### config.mk
export PLATFORM = sky130hd
export DESIGN_NAME = req_ack_rr_arbiter_flat
export DESIGN_NICKNAME = d
export VERILOG_FILES = /design/src/rtl/req_ack_rr_arbiter_if.sv /design/src/rtl/req_ack_rr_arbiter.sv /design/src/flat_wrapper.sv
export SDC_FILE = /design/constraint.sdc
export NUM_CORES = 1
export LEC_CHECK = 0
export BUFFER_PORTS_ARGS = -buffer_cell sky130_fd_sc_hd__buf_2
export CAP_MARGIN = 20
export CELL_PAD_IN_SITES_DETAIL_PLACEMENT = 1
export CELL_PAD_IN_SITES_GLOBAL_PLACEMENT = 1
export CORE_MARGIN = 8
export CORE_UTILIZATION = 35
export CTS_CLUSTER_SIZE = 30
export DETAILED_ROUTE_END_ITERATION = 7
export GPL_TIMING_DRIVEN = 0
export HOLD_SLACK_MARGIN = 0.15
export PLACE_DENSITY = 0.86
export SYNTH_ARGS = -nofsm -noshare
export SYNTH_HDL_FRONTEND = slang
export SYNTH_SLANG_ARGS = --single-unit
### constraint.sdc
create_clock -name i_clk -period 3 [get_ports i_clk]
set_input_delay 0.75 -clock i_clk [delete_from_list [all_inputs] [get_ports i_clk]]
set_output_delay 0.75 -clock i_clk [all_outputs]
set_load 0.02 [all_outputs]
### src/rtl/req_ack_rr_arbiter_if.sv
// Requester-side valid/ready/data channels and the registered output port of the
// round-robin arbiter that feeds req_ack_synch.
interface req_ack_rr_arbiter_if #(
  parameter int unsigned NUM_REQ    = 4,
  parameter int unsigned DATA_WIDTH = 8,
  parameter int unsigned ID_WIDTH   = 2,
  parameter int unsigned CNT_WIDTH  = 16
);
  logic [NUM_REQ-1:0]            i_valid;
  logic [NUM_REQ-1:0]            o_ready;
  logic [NUM_REQ*DATA_WIDTH-1:0] i_data;
  logic                          o_valid;
  logic                          i_ready;
  logic [DATA_WIDTH-1:0]         o_data;
  logic [ID_WIDTH-1:0]           o_id;
  logic [CNT_WIDTH-1:0]          o_xfer_cnt;

  modport slave (
    input  i_valid, i_data, i_ready,
    output o_ready, o_valid, o_data, o_id, o_xfer_cnt
  );

  modport master (
    output i_valid, i_data, i_ready,
    input  o_ready, o_valid, o_data, o_id, o_xfer_cnt
  );
endinterface

### src/rtl/req_ack_rr_arbiter.sv
// Round-robin arbiter: grants one requester at a time into a single registered
// output word (with requester id) and counts completed downstream transfers.
module req_ack_rr_arbiter #(
  parameter int unsigned NUM_REQ    = 4,
  parameter int unsigned DATA_WIDTH = 8,
  parameter int unsigned ID_WIDTH   = 2,
  parameter int unsigned CNT_WIDTH  = 16
) (
  input  logic                 i_clk,
  input  logic                 i_rst,
  req_ack_rr_arbiter_if.slave  bus
);

  typedef enum logic {
    IDLE = 1'b0,
    HOLD = 1'b1
  } state_e;

  state_e                state_q, state_d;
  logic [ID_WIDTH-1:0]   last_q, last_d;
  logic [ID_WIDTH-1:0]   id_q, id_d;
  logic [DATA_WIDTH-1:0] data_q, data_d;
  logic [CNT_WIDTH-1:0]  cnt_q, cnt_d;

  logic                  gnt_found;
  int unsigned           gnt_int;
  int unsigned           cand;
  logic [NUM_REQ-1:0]    ready;

  // Search starts one past the last granted index so the last winner is tried last.
  always_comb begin
    gnt_found = 1'b0;
    gnt_int   = 0;
    cand      = 0;
    for (int unsigned off = 1; off <= NUM_REQ; off++) begin
      cand = (32'(last_q) + off) % NUM_REQ;
      if (!gnt_found && bus.i_valid[cand]) begin
        gnt_found = 1'b1;
        gnt_int   = cand;
      end
    end
  end

  always_comb begin
    state_d = state_q;
    last_d  = last_q;
    id_d    = id_q;
    data_d  = data_q;
    cnt_d   = cnt_q;
    ready   = '0;
    case (state_q)
      IDLE: begin
        if (gnt_found) begin
          ready[gnt_int] = 1'b1;
          state_d        = HOLD;
          data_d         = bus.i_data[gnt_int*DATA_WIDTH +: DATA_WIDTH];
          id_d           = ID_WIDTH'(gnt_int);
          last_d         = ID_WIDTH'(gnt_int);
        end
      end
      HOLD: begin
        if (bus.i_ready) begin
          state_d = IDLE;
          cnt_d   = cnt_q + CNT_WIDTH'(1);
        end
      end
      default: state_d = IDLE;
    endcase
  end

  // Suppress the handshake during reset so no requester sees a phantom accept.
  assign bus.o_ready    = i_rst ? '0 : ready;
  assign bus.o_valid    = (state_q == HOLD);
  assign bus.o_data     = data_q;
  assign bus.o_id       = id_q;
  assign bus.o_xfer_cnt = cnt_q;

  always_ff @(posedge i_clk) begin
    if (i_rst) begin
      state_q <= IDLE;
      last_q  <= ID_WIDTH'(NUM_REQ - 1);
      id_q    <= '0;
      data_q  <= '0;
      cnt_q   <= '0;
    end else begin
      state_q <= state_d;
      last_q  <= last_d;
      id_q    <= id_d;
      data_q  <= data_d;
      cnt_q   <= cnt_d;
    end
  end

endmodule
### src/flat_wrapper.sv
// flat-port wrapper written by rule: the top's interface ports become plain ports
module req_ack_rr_arbiter_flat 
#(
  parameter int unsigned NUM_REQ    = 4,
  parameter int unsigned DATA_WIDTH = 8,
  parameter int unsigned ID_WIDTH   = 2,
  parameter int unsigned CNT_WIDTH  = 16
)
  (i_clk, i_rst, bus_i_valid, bus_i_data, bus_i_ready, bus_o_ready, bus_o_valid, bus_o_data, bus_o_id, bus_o_xfer_cnt);
  req_ack_rr_arbiter_if #(.NUM_REQ(NUM_REQ), .DATA_WIDTH(DATA_WIDTH), .ID_WIDTH(ID_WIDTH), .CNT_WIDTH(CNT_WIDTH)) bus_i ();
  input  logic i_clk;
  input  logic i_rst;
  input wire logic [$bits(bus_i.i_valid)-1:0] bus_i_valid;
  input wire logic [$bits(bus_i.i_data)-1:0] bus_i_data;
  input wire logic [$bits(bus_i.i_ready)-1:0] bus_i_ready;
  output wire logic [$bits(bus_i.o_ready)-1:0] bus_o_ready;
  output wire logic [$bits(bus_i.o_valid)-1:0] bus_o_valid;
  output wire logic [$bits(bus_i.o_data)-1:0] bus_o_data;
  output wire logic [$bits(bus_i.o_id)-1:0] bus_o_id;
  output wire logic [$bits(bus_i.o_xfer_cnt)-1:0] bus_o_xfer_cnt;
  assign bus_i.i_valid = bus_i_valid;
  assign bus_i.i_data = bus_i_data;
  assign bus_i.i_ready = bus_i_ready;
  assign bus_o_ready = bus_i.o_ready;
  assign bus_o_valid = bus_i.o_valid;
  assign bus_o_data = bus_i.o_data;
  assign bus_o_id = bus_i.o_id;
  assign bus_o_xfer_cnt = bus_i.o_xfer_cnt;
  req_ack_rr_arbiter #(.NUM_REQ(NUM_REQ), .DATA_WIDTH(DATA_WIDTH), .ID_WIDTH(ID_WIDTH), .CNT_WIDTH(CNT_WIDTH)) u_core (.i_clk(i_clk), .i_rst(i_rst), .bus(bus_i));
endmodule
* Word level (Yosys, flattened, before mapping) *
Cells that the tools add are included.

word-level totals
  register bits after elaboration = 29
  latch bits = 0
  bits in writable memories = 0
  bits in read-only memories = 0
  input bits = 39
  output and inout port bits = 31
  word-level logic and storage cells = 51
  memories kept = 0

cells by class
  add/subtract/negate cells = 5
  multiply operators = 0
  div/mod/pow operators = 0
  magnitude comparators = 6
  equality and inequality tests = 0
  shift operators = 1
  multiplexer cells = 24
  bitwise gates (word level) = 1
  reduce and logical (&&, ||, !) cells = 9

operators by type and width
  cell                                                  number
  two-way mux 32 bit                                    3
  variable part select 32 x 33 -> 8 bit                 1
  >= comparator 32 x 1 -> 1 bit, second input constant  1
  < comparator 32 x 3 -> 1 bit, second input constant   1
  adder 16 x 1 -> 16 bit, second input constant         1
  < comparator 2 x 3 -> 1 bit, second input constant    4
  two-way mux 4 bit                                     3
  two-way mux 1 bit                                     11
  binary-select mux 1 bit (select 2 bit)                4
  adder 2 x 1 -> 2 bit, second input constant           2
  adder 2 bit, second input constant                    2
  logical AND 1 bit                                     4
  AND reduction 2 bit                                   2
  zero test 1 bit                                       3
  demux 1 bit (select 2 bit)                            1
  two-way mux 2 bit                                     1
  case mux 1 bit (2 select lines)                       1
  inverter 1 bit                                        1

* Logic depth before layout (Yosys ltp) *
Gate-level depths: netlist of run 1.

  word-level depth = 20
  depth in mapped cells = 6
  depth with buffers taken out = 6

* Worst setup path after synthesis of run 1 *
No wires, ideal clock.

  path type = in2out
  from = input bus_i_valid[3]
  to = output bus_o_ready[0]
  arrival time = 1.708 ns
  required time = 2.250 ns
  setup slack = 0.542 ns
  cell stages on the path = 5
  buffers on the path = 0
  path through = nor2b_2 > o21ai_4 > nand2_1 > a21o_1 > nor2_1

on the way
  word-level cells in the longest chain between the ends = 19
  elaborated cells on any way between the ends = 30
  classes of those cells = 2 x order compare; 21 x mux; 7 x reduce/logical

RTL lines
  item                                                                                                        RTL line                  RTL
  from (decl)                                                                                                 flat_wrapper.sv:13        input wire logic [$bits(bus_i.i_valid)-1:0] bus_i_valid;
  binary-select mux 1 bit (select 2 bit)                                                                      req_ack_rr_arbiter.sv:37  if (!gnt_found && bus.i_valid[cand]) begin
  two-way mux 1 bit (implied by the code)                                                                     req_ack_rr_arbiter.sv:37
  two-way mux 1 bit                                                                                           req_ack_rr_arbiter.sv:37
  zero test 1 bit                                                                                             req_ack_rr_arbiter.sv:37
  logical AND 1 bit                                                                                           req_ack_rr_arbiter.sv:37
  two-way mux 1 bit                                                                                           req_ack_rr_arbiter.sv:37
  zero test 1 bit                                                                                             req_ack_rr_arbiter.sv:37
  logical AND 1 bit                                                                                           req_ack_rr_arbiter.sv:37
  [3 not listed]                                                                                              --
  two-way mux 32 bit                                                                                          req_ack_rr_arbiter.sv:37
  >= comparator 32 x 1 -> 1 bit (implied by the code) / < comparator 32 x 3 -> 1 bit (equally long branches)  req_ack_rr_arbiter.sv:54  ready[gnt_int] = 1'b1;
  logical AND 1 bit (implied by the code)                                                                     req_ack_rr_arbiter.sv:54
  two-way mux 1 bit (implied by the code)                                                                     req_ack_rr_arbiter.sv:54
  demux 1 bit (select 2 bit)                                                                                  --
  two-way mux 4 bit (*)                                                                                       req_ack_rr_arbiter.sv:53  if (gnt_found) begin
  two-way mux 4 bit (*)                                                                                       req_ack_rr_arbiter.sv:51  case (state_q)
  two-way mux 4 bit (*)                                                                                       req_ack_rr_arbiter.sv:72  assign bus.o_ready = i_rst ? '0 : ready;
  to (decl)                                                                                                   flat_wrapper.sv:16        output wire logic [$bits(bus_i.o_ready)-1:0] bus_o_ready;

Every way passes the cells marked *; elsewhere a longest branch is shown, timed or not. The select of a mux whose other input is x is not followed.

* Final worst setup path of run 1 *
  from = input bus_i_valid[3]
  to = output bus_o_ready[1]

The elaborated chain is that of the path after synthesis.

==> reports/metrics.cfg, run 1 <==
[placed_design]
dp.final_hpwl_um = 3650
place_inst = 290
portBuffers = 69
gp_congestion = 0.739

[synthesis]
synth-simple-area-share_pct = 26.0
synth_common_cells = dfxtp_1, nor2_1, nand2_1
synth_top_family_by_area = simple AND/OR/NAND/NOR gates
yosysUniqueCellTypes = 42
synth_area_mm2 = 0.00152
synth-edff-count = 0
synth_xor_xnor_area_share_pct = 6.34
yosysTopAreaCell = dfxtp_1
netlist_instances = 169
synth_compound_area_share_pct = 15.7
synth-adder-area-share_pct = 0.824
ys_seq_area_share_pct = 38.2
synth_top_flop_cell = dfxtp_1
synth_top_area_share_pct = 38.2
yosysMostFrequentCell = dfxtp_1
yosys_warnings = 0
avgSynthCellArea_um2 = 8.99
syn_nets = 209
synth_mux_area_share_pct = 9.23
async_reset_ff_share_pct = 0
synth_area_leaders = dfxtp_1, mux2i_1, nor2_1, nand2_1, xnor2_1
ys_ff_latch = 29

[routing]
vias = 1520
dr_wl_met2_um = 2450
ant_nets = 0
viasPerCell = 5.10
wl_um = 4640
drt_iter0_drc = 58
wl_met1_um = 1770
wl_met3_um = 330
top_layer_used = met4
post_drt_wl_per_cell_um = 15.6
dr.pass1.iters = 4
post-route-drc-count = 0

[sta]
relSlewSlack_pct = 64.5
setup_violations = 0
tightest_slew_ps = 529
min_period_over_period_pct = 94.1
rsz0062_at_grt = no
hold_viol_final = 0
min_period_ps = 2820
finalMaxSlewViolations = 0
finalClockSkew_ps = 6.82
setup_tns_ps = 0
timing.fmax_ghz = 0.354

[clock_tree]
holdBufCountCts = 0
clkTransAtPathRegs_ps = 60
cts.repair.resized = 0
htreeDepth = 2
clock_latency_ps = 280
cts_buffers = 5
clock-sinks = 29
clockBufferDepth = 2
cts_tree = built
cts_root_buf = clkbuf_8
cts_setup_buffers = 0

[pwr]
p_leak_nw = 0.933
ir_drop_v = 0.000241
p_per_area_mw_per_mm2 = 476

[global_route]
antenna_found_initial = 0
gr-usage-all-layers_pct = 14.5
grt_pass1_vias = 1587
grt_pass1_wl_um = 7570
grt_max_degree = 11
grt_overflow = 0

[cells_and_area]
nNetsFinal = 285
num_antenna_cells = 0
layout-drive-gt1-share_pct = 37.4
fill_cells = 530
syn_to_final_growth_pct = 32.7
final_cells = 298

[run_status]
status = finished, final reports clean

[setup_path]
crit_chain = buf_2, nor4_2, nor3_2, o21ai_1, buf_2, nor2_1, buf_2
critPathBufInv = 3
worstSetupPathType = in2out
slowest_delay_ps = 460
cpMostUsedCell = buf_2
required_ps = 2250
crit_slowest_cell = nor4_2
setup.worst_path.start_class = input port
cp_max_fo = 10
cp_data_arrival_time_ps = 2070
end_kind = output port
critical_path.top_delay_family = simple AND/OR/NAND/NOR gates

[die]
die_w_um = 81.9
io-pin-count = 70
die_h_um = 81.9
initial_utilization_pct = 35.6
die_area_mm2 = 0.00670
fp-row-count = 24
core_area_mm2 = 0.00426

[run]
maxCapViolations = 0

[hold_path]
min_path_type = reg2reg

[final timing paths]
path | from | end | slack, ps | cells after the start
max | bus_i_valid[3] | bus_o_ready[1] | 180 | 7
min | u_core.bus.o_id[1] | u_core.bus.o_id[1] | 450 | 2
max reg2reg | u_core.bus.o_xfer_cnt[0] | u_core.bus.o_xfer_cnt[12] | 1280 | 5
min reg2reg | u_core.bus.o_id[1] | u_core.bus.o_id[1] | 450 | 2
[registers in the layout (all words and copies together) (netlist names)]
name,cells
u_core.bus.o_xfer_cnt,16
u_core.bus.o_data,8
u_core.bus.o_id,2
u_core.last_q,2
u_core.bus.o_valid,1
[report_power, final]
part / internal [mW] / switching (mW)
combinational: 0.0917 / 0.123
clock: 0.160 / 0.158
sequential: 0.409 / 0.0177
total: 0.661 / 0.299
[layout make-up]
| cell class | instances | area [um2] | share of cell area (%) |
|---|---|---|---|
| flip-flops and latches | 29 | 581 | 28.8 |
| repair buffers | 69 | 345 | 17.1 |
| plain buffers | 6 | 36.3 | 1.80 |
| well taps | 52 | 65.1 | 3.23 |
| clock buffers | 5 | 68.8 | 3.41 |
| clock inverters | 3 | 17.5 | 0.869 |
| multi-input cells | 129 | 883 | 43.8 |
| inverters | 5 | 18.8 | 0.931 |
[layout by cell type (no fill, tap or decap), types with 3 or more instances in the layout]
cell type   n
a21oi_1     6
and4_1      5
buf_2      71
clkbuf_8    5
dfxtp_1    29
inv_1       5
mux2i_1    14
nand2_1    17
nand3_1     4
nand4_1     3
nor2_1     21
nor3_2      3
o211ai_1    3
o21ai_0     5
o221ai_1    5
or3_1       4
xnor2_1     6
xor2_1      5
[worst reg2reg max path, stage by stage (launching register included)]
cell	delay, ps
dfxtp_1	430
ha_1	210
and4_1	290
nand4_1	220
or3_1	350
a21oi_1	150
[stage by stage]
stage	setup WS, ps	power (mW)	util (%)	hold slack (ps)	area (um2)
detailed placement	170	0.652	45.2	437	1930
global route	30.9	1.01	47.3	460	2020
global placement	150	0.645	45.2	436	1930
CTS	165	0.974	47.3	450	2020
floorplan	542	0.572	-	519	1520
finish	176	0.959	47.3	449	2020
[routing by layer]
layer	GRT usage, %	up-vias
li1	-	758
met1	14.7	723
met2	26.8	32
met3	5.03	7
met4	5.09	0
met5	0	-
[cell families after synthesis]
| kind of cell | after synthesis |
|---|---|
| and+or+nand+nor | 69 |
| AOI/OAI and AO/OA | 34 |
| DFF | 29 |
| muxes | 14 |
| xor gates and xnor gates | 11 |
| buffers and inverters | 11 |
| adders and majority gates | 1 |
(Power assumes the default switching activity.)
==> run 2: changes to the inputs <==
Settings changed: CORE_MARGIN 8 to not set.
==> run 2 against run 1 <==
  * Worst hold slack better by 2.1 ps
  * Design area grew 0.12%
  * Core utilization is 2.1 points higher
  * Critical path depth unchanged
  * Setup slack improved by 5.4 ps
  * Sequential power about the same
  * Largest cell class unchanged
==> reports/metrics.cfg, run 2 (same netlist as run 1, synthesis figures left out) <==
[pwr]
power.switching_mw = 0.294
power_frac_comb_pct = 22.6
p_seq_share_pct = 44.7
switching_share_pct = 30.8
p_per_area_mw_per_mm2 = 474
ir_drop_v = 0.000304
p_clk_share_pct = 32.7
p_int_mw = 0.662
p_leak_nw = 0.936

[clock_tree]
cts_buffers = 5
clock-sinks = 29
holdBufCountCts = 0
clkTransAtPathRegs_ps = 60
htreeDepth = 2
clock_latency_ps = 280
cts_tree = built
cts_root_buf = clkbuf_8
clockBufferDepth = 2

[setup_path]
worstSetupPathType = in2out
cp_max_fo = 10
critPathBufInv = 3
crit_slowest_cell = nor4_4
required_ps = 2250
cp_data_arrival_time_ps = 2070
end_kind = output port
crit_chain = buf_2, nor4_4, nor3_2, o21ai_1, buf_2, nor2_1, buf_2
setup.worst_path.start_class = input port
critical_path.top_delay_family = simple AND/OR/NAND/NOR gates
slowest_delay_ps = 410
cpMostUsedCell = buf_2

[die]
die_h_um = 67.9
fp-row-count = 23
die_area_mm2 = 0.00461
core_area_mm2 = 0.00409
initial_utilization_pct = 37.2
io-pin-count = 70
die_w_um = 67.9

[global_route]
grt_overflow = 0
grt_max_degree = 11
grt_pass1_vias = 1558
gr-usage-all-layers_pct = 20.6
antenna_found_initial = 0
grt_pass1_wl_um = 7000

[placed_design]
dp.final_hpwl_um = 3250
portBuffers = 69
gp_congestion = 0.701

[cells_and_area]
largest_reg_flops = 16
nNetsFinal = 285
final_common_cell = buf_2
num_antenna_cells = 0
layout-drive-gt1-share_pct = 37.0
final_util_pct = 49.4
syn_to_final_growth_pct = 32.9
mostFrequentLayoutCells = buf_2, dfxtp_1, nor2_1, nand2_1, mux2i_1

[routing]
post_drt_wl_per_cell_um = 14.4
post-route-drc-count = 0
vias = 1548
drt_iter0_drc = 88
wl_um = 4250
ant_nets = 0
dr.pass1.iters = 4
viasPerCell = 5.23

[sta]
setup_violations = 0
hold_viol_final = 0
finalClockSkew_ps = 9.51
tightest_slew_ps = 562
rsz0062_at_grt = no
relSlewSlack_pct = 62.3
setup_tns_ps = 0
timing.fmax_ghz = 0.355
finalMaxSlewViolations = 0
min_period_over_period_pct = 93.9
min_period_ps = 2820

[run_status]
status = finished, final reports clean

[hold_path]
min_path_type = reg2reg

[run]
maxCapViolations = 0

run 2: through the flow:
| step | setup slack (ps) | instance area [um2] | hold slack (ps) | power, mW | instances |
|---|---|---|---|---|---|
| floorplan | 542 | 1520 | 519 | 0.572 | 169 |
| finish | 182 | 2020 | 451 | 0.956 | 296 |
| CTS | 72.5 | 2010 | 453 | 0.963 | 296 |
| global route | 82.1 | 2020 | 487 | 1.01 | 296 |
| global placement | 158 | 1930 | 428 | 0.645 | 288 |
| detailed placement | 117 | 1930 | 441 | 0.651 | 288 |
run 2: area by class of cell:
cell class                      count  area [um2]
Fill cell                         511        2070
Multi-Input combinational cell    129         892
Sequential cell                    29         581
Timing Repair Buffer               69         345
Clock buffer                        6        72.6
Tap cell                           50        62.6
Buffer                              6        36.3
Inverter                            5        18.8
Clock inverter                      2        10.0
run 2: timing repair:
action	in CTS	in global routing
endpoints found under the setup margin	0	2
buffers inserted	0	0
resized for setup	0	1
run 2: final timing paths:
path | end | cells past startpoint | slack, ps | start
worst max-delay path | bus_o_ready[1] | 7 | 180 | bus_i_valid[3]
worst min register to register | u_core.bus.o_id[1] | 2 | 450 | u_core.bus.o_id[1]
worst max register to register | u_core.bus.o_xfer_cnt[12] | 5 | 1340 | u_core.bus.o_xfer_cnt[0]
worst min-delay path | u_core.bus.o_id[1] | 2 | 450 | u_core.bus.o_id[1]
run 2: per-layer routing:
layer | up-vias | GRT usage (%) | routed length, um
li1 | 761 | - | -
met1 | 743 | 23.2 | 1860
met2 | 37 | 36.6 | 2120
met3 | 7 | 5.00 | 189
met4 | 0 | 8.59 | 81
met5 | - | 0 | 0
run 2: power groups by stage:
| stage | Combinational, mW | Clock (mW) | Sequential (mW) |
|---|---|---|---|
| after global placement | 0.210 | 0 | 0.435 |
| after CTS | 0.217 | 0.319 | 0.427 |
| after global routing | 0.235 | 0.340 | 0.431 |
| after floorplan | 0.113 | 0 | 0.460 |
| after detailed placement | 0.216 | 0 | 0.435 |
| final | 0.216 | 0.312 | 0.428 |
run 2: worst min-delay path, cell delays in order (launching register included):
cell     delay (ps)
dfxtp_1         310
nand2_1          50
nand2_1          40
